==> config.mk <==
export PLATFORM = sky130hd
export DESIGN_NAME = compare_window_counter
export DESIGN_NICKNAME = d
export VERILOG_FILES = /design/src/rtl/compare_window_counter_pkg.sv /design/src/rtl/compare_window_counter_cascade_four_bit_comparator.sv /design/src/rtl/compare_window_counter.sv
export SDC_FILE = /design/constraint.sdc
export NUM_CORES = 1
export LEC_CHECK = 0
export BUFFER_PORTS_ARGS = -buffer_cell sky130_fd_sc_hd__buf_2
export CAP_MARGIN = 20
export CORE_AREA = 2 2 59 89
export DETAILED_ROUTE_END_ITERATION = 6
export DIE_AREA = 0 0 61 91
export HOLD_SLACK_MARGIN = 0.1
export PLACE_DENSITY = 0.82
export SLEW_MARGIN = 20
export SYNTH_ARGS = -nofsm -noshare
export SYNTH_HDL_FRONTEND = slang
export SYNTH_SLANG_ARGS = --single-unit
==> constraint.sdc <==
create_clock -name clk -period 1.5 [get_ports clk]
set_input_delay 0.075 -clock clk [delete_from_list [all_inputs] [get_ports clk]]
set_output_delay 0.075 -clock clk [all_outputs]
set_load 0.02 [all_outputs]
==> src/rtl/compare_window_counter_pkg.sv <==
`default_nettype none
// ============================================================================
//  Module      : compare_window_counter_pkg
//  Description : Shared FSM state encoding and operand-width helpers for the
//                compare window counter and its cascaded comparator.
//  Revision    : 1.0 - initial release
// ============================================================================
package compare_window_counter_pkg;

    // Operands are compared in slices of this many bits
    localparam int unsigned c_slice_w = 4;

    // Window control states
    typedef enum logic [1:0] {
        IDLE = 2'd0,
        RUN  = 2'd1,
        DONE = 2'd2
    } cwc_state_t;

    // True when an operand width can be split into whole comparator slices
    function automatic bit cwc_width_ok(input int unsigned m);
        return (m >= c_slice_w) && ((m % c_slice_w) == 0);
    endfunction

endpackage
`default_nettype wire

==> src/rtl/compare_window_counter_cascade_four_bit_comparator.sv <==
`default_nettype none
// ============================================================================
//  Module      : cascade_four_bit_comparator
//  Description : Unsigned magnitude comparator built from 4-bit slices that
//                cascade from the most significant slice downward, in the
//                manner of chained 7485 parts. Exactly one flag is high.
//  Revision    : 1.0 - initial release
// ============================================================================
module cascade_four_bit_comparator
    import compare_window_counter_pkg::*;
#(
    parameter int unsigned M = 4
) (
    input  logic [M-1:0] a,
    input  logic [M-1:0] b,
    output logic         aEQb,
    output logic         aLTb,
    output logic         aGTb
);

    localparam int unsigned c_num_slices = M / c_slice_w;

    // Reject widths that do not split into whole slices
    if (!cwc_width_ok(M)) begin : g_bad_width
        $error("cascade_four_bit_comparator: M must be a non-zero multiple of 4");
    end

    // Per-slice local compare results, independent of the cascade
    logic [c_num_slices-1:0] w_nib_eq;
    logic [c_num_slices-1:0] w_nib_lt;
    logic [c_num_slices-1:0] w_nib_gt;

    for (genvar gi = 0; gi < c_num_slices; gi++) begin : g_slice
        logic [c_slice_w-1:0] w_a_nib;
        logic [c_slice_w-1:0] w_b_nib;

        assign w_a_nib      = a[gi*c_slice_w +: c_slice_w];
        assign w_b_nib      = b[gi*c_slice_w +: c_slice_w];
        assign w_nib_eq[gi] = (w_a_nib == w_b_nib);
        assign w_nib_lt[gi] = (w_a_nib <  w_b_nib);
        assign w_nib_gt[gi] = (w_a_nib >  w_b_nib);
    end

    logic w_eq;
    logic w_lt;
    logic w_gt;

    // Cascade: a lower slice only decides when every higher slice was equal
    always_comb begin
        w_eq = 1'b1;
        w_lt = 1'b0;
        w_gt = 1'b0;
        for (int i = c_num_slices - 1; i >= 0; i--) begin
            w_lt = w_lt | (w_eq & w_nib_lt[i]);
            w_gt = w_gt | (w_eq & w_nib_gt[i]);
            w_eq = w_eq & w_nib_eq[i];
        end
    end

    assign aEQb = w_eq;
    assign aLTb = w_lt;
    assign aGTb = w_gt;

endmodule
`default_nettype wire

==> src/rtl/compare_window_counter.sv <==
`default_nettype none
// ============================================================================
//  Module      : compare_window_counter
//  Description : Accepts a window of win_len operand pairs and counts how many
//                had a==b, a<b and a>b, while tracking the largest operand
//                seen. Pulses done for one cycle when the window closes; the
//                results then hold until the next accepted start.
//  Revision    : 1.0 - initial release
// ============================================================================
module compare_window_counter
    import compare_window_counter_pkg::*;
#(
    parameter int unsigned M = 4,
    parameter int unsigned W = 8
) (
    input  logic         clk,
    input  logic         rst_n,
    input  logic         start,
    input  logic [W-1:0] win_len,
    input  logic         in_valid,
    input  logic [M-1:0] a,
    input  logic [M-1:0] b,
    output logic         in_ready,
    output logic         busy,
    output logic         done,
    output logic [W-1:0] eq_cnt,
    output logic [W-1:0] lt_cnt,
    output logic [W-1:0] gt_cnt,
    output logic [M-1:0] max_val
);

    // Reject operand widths that the sliced comparator cannot handle
    if (!cwc_width_ok(M)) begin : g_bad_width
        $error("compare_window_counter: M must be a non-zero multiple of 4");
    end

    cwc_state_t   r_state;
    logic         r_busy;
    logic         r_done;
    logic [W-1:0] r_remaining;
    logic [W-1:0] r_eq_cnt;
    logic [W-1:0] r_lt_cnt;
    logic [W-1:0] r_gt_cnt;
    logic [M-1:0] r_max;

    logic         w_aeqb;
    logic         w_altb;
    logic         w_agtb;
    logic         w_accept_start;
    logic         w_xfer;
    logic         w_last_xfer;
    logic [M-1:0] w_pair_max;
    logic [M-1:0] w_max_next;

    // The single compare source for both counting and the max tracker
    cascade_four_bit_comparator #(
        .M (M)
    ) u_cmp (
        .a    (a),
        .b    (b),
        .aEQb (w_aeqb),
        .aLTb (w_altb),
        .aGTb (w_agtb)
    );

    assign in_ready       = (r_state == RUN);
    assign w_accept_start = (r_state == IDLE) & start;
    assign w_xfer         = in_valid & in_ready;
    assign w_last_xfer    = w_xfer & (r_remaining == W'(1));

    // Larger of the pair comes from the shared comparator; only the
    // comparison against the running maximum needs its own magnitude check
    assign w_pair_max = w_agtb ? a : b;
    assign w_max_next = (w_pair_max > r_max) ? w_pair_max : r_max;

    // Window control FSM with registered busy/done
    always_ff @(posedge clk or negedge rst_n) begin
        if (!rst_n) begin
            r_state <= IDLE;
            r_busy  <= 1'b0;
            r_done  <= 1'b0;
        end else begin
            case (r_state)
                IDLE: begin
                    r_done <= 1'b0;
                    if (w_accept_start) begin
                        r_busy <= 1'b1;
                        if (win_len == '0) begin
                            r_state <= DONE;
                            r_done  <= 1'b1;
                        end else begin
                            r_state <= RUN;
                        end
                    end
                end
                RUN: begin
                    if (w_last_xfer) begin
                        r_state <= DONE;
                        r_done  <= 1'b1;
                    end
                end
                DONE: begin
                    r_state <= IDLE;
                    r_busy  <= 1'b0;
                    r_done  <= 1'b0;
                end
                default: begin
                    r_state <= IDLE;
                    r_busy  <= 1'b0;
                    r_done  <= 1'b0;
                end
            endcase
        end
    end

    // Remaining-pair counter: loaded on start, decremented per transfer
    always_ff @(posedge clk or negedge rst_n) begin
        if (!rst_n) begin
            r_remaining <= '0;
        end else if (w_accept_start) begin
            r_remaining <= win_len;
        end else if (w_xfer) begin
            r_remaining <= r_remaining - W'(1);
        end
    end

    // Result counters: cleared on start, one bucket bumped per transfer
    always_ff @(posedge clk or negedge rst_n) begin
        if (!rst_n) begin
            r_eq_cnt <= '0;
            r_lt_cnt <= '0;
            r_gt_cnt <= '0;
        end else if (w_accept_start) begin
            r_eq_cnt <= '0;
            r_lt_cnt <= '0;
            r_gt_cnt <= '0;
        end else if (w_xfer) begin
            if (w_aeqb) begin
                r_eq_cnt <= r_eq_cnt + W'(1);
            end else if (w_altb) begin
                r_lt_cnt <= r_lt_cnt + W'(1);
            end else if (w_agtb) begin
                r_gt_cnt <= r_gt_cnt + W'(1);
            end
        end
    end

    // Running maximum of every accepted operand in the window
    always_ff @(posedge clk or negedge rst_n) begin
        if (!rst_n) begin
            r_max <= '0;
        end else if (w_accept_start) begin
            r_max <= '0;
        end else if (w_xfer) begin
            r_max <= w_max_next;
        end
    end

    assign busy    = r_busy;
    assign done    = r_done;
    assign eq_cnt  = r_eq_cnt;
    assign lt_cnt  = r_lt_cnt;
    assign gt_cnt  = r_gt_cnt;
    assign max_val = r_max;

endmodule
`default_nettype wire

# Word level (Yosys, flattened, before mapping)
# Cells that the tools add are included.
[word_totals]
inputBits = 20
out_inout_bits = 31
regBits = 40
word_cells = 67
[classes]
n_bitwise = 4
n_lt_le_gt_ge = 3
reduce_logical = 13
eq_ne = 7
n_addsub = 4
mux = 28
[op_table]
columns = ["op", "count"]
rows = [
  ["8-bit 2-to-1 mux", 14],
  ["8-bit by 1-bit adder with 8-bit output (second input constant)", 3],
  ["4-bit 2-to-1 mux", 4],
  ["2-bit nonzero test", 5],
  ["8-bit by 1-bit == test with 1-bit output (second input constant)", 1],
  ["4-bit > comparator", 2],
  ["8-bit logical NOT", 1],
  ["2-bit AND reduction", 4],
  ["8-bit by 1-bit subtractor with 8-bit output (second input constant)", 1],
  ["2-bit 2-to-1 mux", 3],
  ["2-bit inequality test (second input constant)", 3],
  ["4-bit == test", 1],
  ["4-bit less-than comparator", 1],
  ["1-bit 2-to-1 mux", 4],
  ["1-bit case mux with 2 select lines", 2],
  ["2-bit case mux with 2 select lines", 1],
  ["4-bit AND reduction", 1],
  ["1-bit bitwise AND", 3],
  ["3-bit AND reduction", 1],
  ["2-bit by 1-bit == test with 1-bit output (second input constant)", 1],
  ["2-bit logical NOT", 1],
  ["2-bit by 1-bit inequality test with 1-bit output (second input constant)", 1],
  ["1-bit inverter", 1],
]

# Longest topological paths before layout
# Gate-level depths: netlist of the first run.
[logic_depth]
word_depth = 6
ltp_mapped = 11
mapped_depth_nobuf = 11

# Cells and area by module
# Synthesis of the first run repeated with hierarchy kept, for this count alone.
[hier_totals]
hier_cells = 237
area_unflattened_um2 = 2259.7
[modules_own_cells]
columns = ["module", "area_each_um2", "n_inst", "seq_area_each_um2", "cells_per_inst"]
rows = [
  ["compare_window_counter", 2130.8, 1, 1001.0, 221],
  ["cascade_four_bit_comparator", 128.9, 1, 0.0, 16],
]

# Worst setup path after synthesis of the first run
# Ideal clock, no wire load.
[synth_timing]
kind = "input -> register"
from = "input port b[2]"
to = "register r_max[1], in the netlist max_val[1]"
required_time_ns = 1.375
n_path_buf = 0
arrival_time_ns = 2.407
path_stages = 10
setup_slack_ns = -1.031
path_cell_list = "inv_1 -> ha_1 -> and4_1 -> a21oi_1 -> mux2_2 -> ha_1 -> nor2b_1 -> o211ai_1 -> a21oi_1 -> mux2_2"
[synth_between]
elab_chain_cells = 5
elab_cells_between_ends = 8
classes_between = "order compare: 2; mux: 4; reduce/logical: 2"
[synth_rtl]
columns = ["element", "line", "rtl"]
rows = [
  ["start: declaration", "compare_window_counter.sv:22", "input logic [M-1:0] b,"],
  ["4-bit > comparator", "compare_window_counter_cascade_four_bit_comparator.sv:41", "assign w_nib_gt[gi] = (w_a_nib > w_b_nib);"],
  ["4-bit 2-to-1 mux *", "compare_window_counter.sv:73", "assign w_pair_max = w_agtb ? a : b;"],
  ["4-bit > comparator / 4-bit 2-to-1 mux (equally long branches)", "compare_window_counter.sv:74", "assign w_max_next = (w_pair_max > r_max) ? w_pair_max : r_max;"],
  ["2-bit nonzero test (no line) / 4-bit 2-to-1 mux (equally long branches)", "-", ""],
  ["2-bit AND reduction (no line) / 4-bit 2-to-1 mux (equally long branches)", "-", ""],
  ["end signal: assignment", "compare_window_counter.sv:155", "r_max <= w_max_next;"],
  ["end: declaration", "compare_window_counter.sv:44", "logic [M-1:0] r_max;"],
]
# Every way passes the cells marked *; elsewhere a longest branch is shown, timed or not. The select of a mux whose other input is x is not followed.
# A chain may end at the register's enable or synchronous reset.

# Worst setup path in the final report of the first run
[layout_timing]
from = "input port b[1]"
to = "register r_max[2], in the netlist max_val[2]"
# Same word-level chain as after synthesis.

==> out/results.txt, run 1 <==
The hold violation total from the final report was 0; the final cell count without fillers was 406. The shortest clock period the worst path allows after layout was 2330 ps; the worst endpoint required time was 1690 ps. After global routing the overflow that remains totals 0.

The final reports fail on setup timing. Routability-driven placement finished with a final weighted congestion of 0.924. For this run, the post-layout net count is 372.

The final antenna diode count was 0; the switching part of the total power was 0.408. Mean area per synthesized cell: 9.78 um2. The post-synthesis cell type count was 46. Maximum clock insertion buffer count: 2. sky130_fd_sc_hd__dfrtp_1 takes more of the synthesized area than any other cell. The area fraction of the dominant cell type after synthesis was 0.437. The global routing usage summed across all routing layers came out at 0.239. The first TritonRoute pass finished after 4 iterations. For the worst setup path, the data arrival time is 2510 ps. After detailed routing, the total wire length is 6.70 mm.

The area of the mapped netlist was 2290 um2. The relative contribution of the clock network to total power is 0.156. The tools report the via count of the first global-routing pass as 2,199.

The final critical-path share of the clock period was 1.55; the count of final setup violators was 9. After routing, the total negative slack on setup checks comes to -3580 ps. VDD sags by at most 0.000901 V. The logs give 2 for the CTS H-tree depth and 300 ps for the clock network latency to the later pin of the worst-skew pair. Count of flip-flops with a built-in enable after synthesis: 0.

The kind of launch point of the worst setup path is an input port. Sorting the synthesized cells by area gives the leading types as sky130_fd_sc_hd__dfrtp_1 44%, sky130_fd_sc_hd__ha_1 7.1%, sky130_fd_sc_hd__nor2_1 5.2%. The flow ran to the end, but the final reports show violations.

The internal power consumption is 2890 uW. The register clock-pin slew on the reported worst setup and hold paths was 90 ps; the achievable frequency was 0.430 GHz. The initial antenna violation count is 0. The core region is 4770 um2.

The proportion of layout cells with a drive suffix above 1 works out to 0.424. Top fanout value on the critical path: 4. TritonCTS built the clock tree. The synthesized design contains 40 register bits. In this run the tool buffered the top-level ports with 50 buffer cells. The DRC violations left was 0; the wire length of the first global-routing pass was 10.2 mm.

After technology mapping, the gate count stands at 234. The number of standard-cell rows in the floorplan was 31. The final routed wire length divided by cell count was 16.5 um. The post-layout worst setup margin is -825 ps, and the final-report max-slew violation count is 0. The starting utilization of the core area came out at 0.480. The half-perimeter wire length after detailed placement is 4.45 mm, and the die outline area is 5550 um2. For the final database, setup skew stands at 5.63 ps.

The worst hold path belongs to the class input port to register. The combinational cell fraction of total power is 0.523. Once detail routing completed, the nets flagged for antenna violations numbered 0. For this run, the number of Yosys warnings is 0.

Summed over all cells, the static leakage comes to 0.00166 uW. The floorplan step set the die height to 91 um. The tools report the nature of the critical path endpoint as a register.

The power density of the placed cells is 1450 nW/um2. The tools report the worst slew margin relative to its limit as 0.726. For this run, the leading register cell type out of synthesis is sky130_fd_sc_hd__dfrtp_1. The number of placed instances, taps included, is 372. In this run, CTS created clock tree buffers numbering 5. Master cell of the clock root buffer: sky130_fd_sc_hd__clkbuf_8. The tree built by TritonCTS fans out to 40 sinks. The tool flagged a number of max-cap violations equal to 0. At the pin with the least slew margin, the transition time is 411 ps.

The layout has 340 filler cells. The maximum number of pins on one net before global-route repair is 19. Final hold analysis gives a worst-case slack of 178 ps. The routed layout has 2,233 vias.

Measured along the x axis, the die boundary spans 61 um. The mean number of vias per cell was 5.50. The worst setup path is of the input port to register kind. The net load switching power is 1990 uW. Setup repair after global routing could not meet its margin everywhere.

Relative to the synthesized area, the layout overhead comes to 47.3%. The async set or reset register ratio after synthesis was 1.00; the count of pins on the block boundary was 51. Synthesis produced a netlist with a net count of 267. The tools report the number of DRC violations after detailed-routing iteration 0 as 129. The sequential area share after synthesis is 0.437, and the sequential group share of total power is 0.321.
final cells by class:
class | count | area [um2] | share of cell area
tap | 66 | 82.6 | 0.0245
inverter | 12 | 57.6 | 0.0171
multi-input combinational | 175 | 1400 | 0.416
clock inverter | 3 | 23.8 | 0.00705
clock buffer | 5 | 68.8 | 0.0204
timing repair buffer | 105 | 733 | 0.218
sequential | 40 | 1000 | 0.297
layer usage:
metal	vias up	global-route usage	wire (um)
met2	73	0.419	3680
met5	-	0	0
met1	1090	0.283	2590
li1	1054	-	-
met3	16	0.0328	280
met4	0	0.0924	146
worst paths after layout:
kind                             from              to  slack, ps  depth (start not counted)
max                              b[1]      max_val[2]       -830                         13
min                        win_len[7]      r_state[0]        180                          4
max reg2reg                max_val[1]      max_val[2]       -190                          7
min reg2reg                      busy            busy        520                          2
max in group asynchronous       rst_n  r_remaining[7]        710                          3
min in group asynchronous       rst_n       lt_cnt[1]        250                          2
placed cells by master (no fill, tap or decap), types with 3 or more instances in the layout:
cell                            synthesis  routed
sky130_fd_sc_hd__xnor2_1                5       5
sky130_fd_sc_hd__o21ai_0                7       3
sky130_fd_sc_hd__nor2_2                 1       3
sky130_fd_sc_hd__nand4_1               13      13
sky130_fd_sc_hd__o21ai_1                0       4
sky130_fd_sc_hd__inv_1                 12      10
sky130_fd_sc_hd__buf_4                  1      37
sky130_fd_sc_hd__o211ai_1               6       6
sky130_fd_sc_hd__a21oi_2                1       6
sky130_fd_sc_hd__xor2_1                10      10
sky130_fd_sc_hd__clkbuf_8               0       5
sky130_fd_sc_hd__ha_4                   0       3
sky130_fd_sc_hd__dfrtp_1               40      40
sky130_fd_sc_hd__mux2_2                 7       3
sky130_fd_sc_hd__nor2_1                32      28
sky130_fd_sc_hd__mux2i_1                7       7
sky130_fd_sc_hd__nand2_1               19      19
sky130_fd_sc_hd__buf_2                  3      49
sky130_fd_sc_hd__mux2_4                 0       4
sky130_fd_sc_hd__and3_1                 5       5
sky130_fd_sc_hd__buf_6                  0       8
sky130_fd_sc_hd__dlygate4sd3_1          0      10
sky130_fd_sc_hd__and4_1                 3       3
sky130_fd_sc_hd__nand3_1                6       6
sky130_fd_sc_hd__a21oi_1               10       4
sky130_fd_sc_hd__ha_1                  13      10
synthesized netlist by cell type, types with 2 or more instances:
| library cell | number |
|---|---|
| sky130_fd_sc_hd__dfrtp_1 | 40 |
| sky130_fd_sc_hd__nor2_1 | 32 |
| sky130_fd_sc_hd__nand2_1 | 19 |
| sky130_fd_sc_hd__ha_1 | 13 |
| sky130_fd_sc_hd__nand4_1 | 13 |
| sky130_fd_sc_hd__inv_1 | 12 |
| sky130_fd_sc_hd__a21oi_1 | 10 |
| sky130_fd_sc_hd__xor2_1 | 10 |
| sky130_fd_sc_hd__mux2_2 | 7 |
| sky130_fd_sc_hd__mux2i_1 | 7 |
| sky130_fd_sc_hd__o21ai_0 | 7 |
| sky130_fd_sc_hd__nand3_1 | 6 |
| sky130_fd_sc_hd__o211ai_1 | 6 |
| sky130_fd_sc_hd__and3_1 | 5 |
| sky130_fd_sc_hd__xnor2_1 | 5 |
| sky130_fd_sc_hd__and4_1 | 3 |
| sky130_fd_sc_hd__buf_2 | 3 |
| sky130_fd_sc_hd__a22oi_1 | 2 |
| sky130_fd_sc_hd__clkbuf_1 | 2 |
| sky130_fd_sc_hd__nor2b_1 | 2 |
| sky130_fd_sc_hd__nor3_1 | 2 |
| sky130_fd_sc_hd__nor3_2 | 2 |
| sky130_fd_sc_hd__o2111ai_1 | 2 |
| sky130_fd_sc_hd__or4_1 | 2 |
registers in the layout (all words and copies together), names as in the netlist:
| name | cells |
|---|---|
| busy | 1 |
| eq_cnt | 8 |
| gt_cnt | 8 |
| lt_cnt | 8 |
| r_state | 2 |
| done | 1 |
| max_val | 4 |
| r_remaining | 8 |
power by group through the flow:
stage               sequential, uW  clock (uW)  combinational [uW]
floorplan                     1690           0                1050
global placement              1540           0                1910
detailed placement            1560           0                1980
CTS                           1540         757                2130
global route                  1600         806                2750
finish                        1560         761                2550
logic make-up (layout without fill, tap and decap cells):
family / count (synthesis) / count (layout) / share of synthesized area
AOI/OAI and AO/OA: 38 / 38 / 0.121
DFF: 40 / 40 / 0.437
adders and majority gates: 13 / 13 / 0.0711
xor gates and xnor gates: 15 / 15 / 0.0574
muxes: 14 / 14 / 0.0651
and+or+nand+nor: 95 / 95 / 0.214
buffers and inverters: 19 / 125 / 0.0344
repair_timing:
action,in CTS,in global routing
hold endpoints to repair,35,0
endpoints found under the setup margin,16,27
gates cloned,0,1
resized for setup,12,31
setup buffers,5,11
hold buffers,10,0
pin swaps,7,16
per-stage QoR:
stage	util	total power, uW	area, um2	setup slack (ps)
after floorplan	-	2750	2360	-863
after global placement	0.605	3450	2890	-1140
after detailed placement	0.605	3540	2890	-1300
after CTS	0.662	4420	3160	-756
after global routing	0.707	5160	3370	-918
final	0.707	4880	3370	-825
critical path: stages:
cell and delay, ps:
sky130_fd_sc_hd__buf_12 90, sky130_fd_sc_hd__inv_12 30, sky130_fd_sc_hd__ha_4 250, sky130_fd_sc_hd__nor2b_4 130, sky130_fd_sc_hd__o211ai_1 140, sky130_fd_sc_hd__a21oi_2 310, sky130_fd_sc_hd__mux2_4 360, sky130_fd_sc_hd__ha_4 270
sky130_fd_sc_hd__nor2b_4 120, sky130_fd_sc_hd__o211ai_1 100, sky130_fd_sc_hd__a21oi_2 180, sky130_fd_sc_hd__buf_4 160, sky130_fd_sc_hd__mux2_4 290
(Power assumes the default switching activity.)
==> run 2, diff against run 1 <==
--- a/config.mk
+++ b/config.mk
@@ -16,3 +16,4 @@
 export SYNTH_ARGS = -nofsm -noshare
 export SYNTH_HDL_FRONTEND = slang
 export SYNTH_SLANG_ARGS = --single-unit
+export TNS_END_PERCENT = 5
==> constraint.sdc (replaced) <==
create_clock -name clk -period 2.1 [get_ports clk]
set_input_delay 0.105 -clock clk [delete_from_list [all_inputs] [get_ports clk]]
set_output_delay 0.105 -clock clk [all_outputs]
set_load 0.02 [all_outputs]
==> out/results.txt, run 2 (synthesized netlist as in run 1, its figures left out) <==
The run gives 0 (unchanged) as the final antenna diode count. The library cell used most frequently in the layout, excluding fill and tap cells, is sky130_fd_sc_hd__buf_2. For the sequential group share of total power, the log shows 0.382 (+0.061). For the number of DRC violations after detailed-routing iteration 0, the log shows 113 (-12%).

The worst setup path is captured at a register. The run gives 0.217 (-0.0219) as the global routing usage summed across all routing layers. For the clock net sink count, the log shows 40 (unchanged).

In this run the worst hold path is classified as input port to register. Count of pins on the block boundary: 51 (unchanged). Detailed-routing iteration count for the pre-antenna-repair pass: 4 (unchanged). The tools report the relative contribution of the clock network to total power as 0.188 (+0.032). The number of buffers inserted by port buffering is 50 (unchanged). The proportion of layout cells with a drive suffix above 1 came out at 0.329 (-0.0944). The shortest clock period the worst path allows after layout is 2380 ps, and the CTS H-tree depth is 2 (unchanged). The tools report the number of standard-cell rows in the floorplan as 31 (unchanged).

The net load switching power was 1160 uW (-42%); the combinational cell fraction of total power was 0.430 (-0.093). The startpoint identified for the worst register-to-register timing path is r_state[1]. The final-report max-slew violation count came out at 0 (unchanged). The number of nets still failing antenna checks after routing is 0 (unchanged), and the final critical-path share of the clock period is 1.13.

The run gives 2,135 (-2.9%) as the via count of the first global-routing pass. Hold violation total from the final report: 0 (unchanged). The worst endpoint required time was 2280 ps (+590 ps); the signed area change from the synthesized netlist to the final layout was 35.9%. The floorplan die width works out to 61 um (unchanged). The worst setup path is launched from an input port. Floorplan die height: 91 um (unchanged).

The tools report the DRC violations left as 0 (unchanged). Number of maximum-capacitance violations: 0 (unchanged). Power density of the placed cells: 950 nW/um2 (-34%).

CTS placed an instance of sky130_fd_sc_hd__clkbuf_8 at the clock tree root. Traced cell by cell, the critical path runs through buf_12 > inv_12 > ha_4 > nor2b_4 > o211ai_1 > a21oi_2 > mux2_4 > ha_4 > nor2b_4 > o211ai_1 > a21oi_2 > buf_6 > mux2_4. The tools report the total congestion overflow as 0 (unchanged).

The switching part of the total power works out to 0.392 (-0.0165). The post-layout worst setup margin was -282 ps (+543 ps); the worst slew margin relative to its limit was 0.404 (-0.322). The core box area is 4770 um2 (unchanged).

The count of final setup violators is 6 (-3), and the half-perimeter wire length after detailed placement is 3.85 mm (-14%). The most critical setup path has its startpoint at b[1]. The critical path in this run is classified as input port to register. The peak ir drop on the vdd network was 0.000579 V (-36%); the weighted congestion at the end of routability-driven global placement was 0.870 (-5.9%).

The number of cells on the worst hold path is 3 (-1). The logs give 0 (unchanged) for the initial antenna violation count and 300 ps (about the same) for the clock network latency to the later pin of the worst-skew pair. Starting utilization of the core area: 0.480 (unchanged). The most critical setup path has its endpoint at max_val[1]. The maximum number of pins on one net before global-route repair is 41 (+22), and the final-layout setup total negative slack is -1210 ps (+2370 ps). The tools report the final layout net count as 349 (-6.2%).

For the achievable frequency, the log shows 0.420 GHz. The worst hold slack was 207 ps (+28.5 ps). The arrival time of data at the critical path endpoint was 2560 ps (+50 ps); the share of the core filled with cells was 0.652 (-0.0548). The cell leakage power is 0.00155 uW (-6.5%), and the maximum clock insertion buffer count is 2 (unchanged). The depth of the worst register-to-register path was 5 (-2). The clock buffer count from CTS was 5 (unchanged); the final routed wire length divided by cell count was 15.1 um (-8.5%). The top cell types in the final layout, fill and taps aside, are 48 x sky130_fd_sc_hd__buf_2, 40 x sky130_fd_sc_hd__dfrtp_1, 32 x sky130_fd_sc_hd__nor2_1, 19 x sky130_fd_sc_hd__nand2_1, 14 x sky130_fd_sc_hd__buf_4. The pin slew with the least headroom to its limit was 893 ps (+482 ps).

TritonCTS built the clock tree. Overall via count from detail_route: 2,118 (-5.2%). The mean number of vias per cell works out to 5.54 (+0.81%). The flow ran to the end, but the final reports show violations. Internal power consumption: 1800 uW (-38%). For the register-to-register setup slack, the log shows 260 ps (+450 ps). Among all stages on the critical path, the largest delay is contributed by sky130_fd_sc_hd__mux2_4. The setup skew after layout was 10.1 ps (+4.51 ps); the overall power of the completed layout was 2950 uW (-39%). The highest cell delay on the worst timing path came out at 350 ps (about the same). The final wirelength came out at 5.77 mm (-14%). The wire length of the first global-routing pass is 9.25 mm (-9.1%).

The checks that failed: setup timing. The top fanout value on the critical path is 4 (unchanged). Setup repair after global routing could not meet its margin everywhere.

The register clock-pin slew on the reported worst setup and hold paths was 70 ps (-20 ps). The worst hold path begins at a[3]. The capturing point of the worst reg2reg path is gt_cnt[4]. Die outline area: 5550 um2 (unchanged).
==> run 2: layer usage <==
layer	vias to the layer above	track usage	wire length [um]
li1	1002	-	-
met1	1026	0.246	2290
met2	72	0.376	3050
met3	18	0.0399	250
met4	0	0.101	181
met5	-	0	0
==> run 2: how the worst min path moves through the flow <==
stage / to / slack, ps
4_1_cts: max_val[3] / 200
5_1_grt: max_val[3] / 220
3_3_place_gp: max_val[1] / 280
2_1_floorplan: busy / -190
6_report: max_val[3] / 210
3_5_place_dp: max_val[1] / 280
==> run 2: final cells by class <==
type | instances | area [um2]
clock buffers | 7 | 96.3
inverters | 12 | 57.6
flip-flops and latches | 40 | 1000
well taps | 66 | 82.6
repair buffers | 82 | 576
multi-input cells | 175 | 1300
fillers | 384 | 1660
==> run 2: timing repair <==
| action | CTS | global route |
|---|---|---|
| resized for setup | 6 | 17 |
| pin swaps | 4 | 8 |
| setup endpoints to repair | 4 | 14 |
| endpoints found under the hold margin | 49 | 0 |
| setup buffers | 8 | 2 |
| hold buffers | 10 | 0 |
==> run 2: critical path: cells and delay by family <==
| kind | cells | cell delay [ps] |
|---|---|---|
| AOI/OAI and AO/OA | 4 | 770 |
| muxes | 2 | 640 |
| adders and majority gates | 2 | 530 |
| buffers and inverters | 3 | 260 |
| and+or+nand+nor | 2 | 250 |
==> run 2: per-stage QoR <==
step | std cells | setup slack [ps] | instance area (um2)
3_5_place_dp | 355 | -645 | 2740
4_1_cts | 380 | -136 | 3030
3_3_place_gp | 355 | -537 | 2740
2_1_floorplan | 234 | -293 | 2350
5_1_grt | 382 | -378 | 3110
6_report | 382 | -282 | 3110
==> run 2: power by group through the flow <==
stage | Combinational, uW | Sequential [uW] | Clock [uW]
after floorplan | 732 | 1200 | 0
after global placement | 1130 | 1130 | 0
after global routing | 1410 | 1150 | 591
after CTS | 1220 | 1120 | 563
after detailed placement | 1160 | 1140 | 0
final | 1270 | 1130 | 554
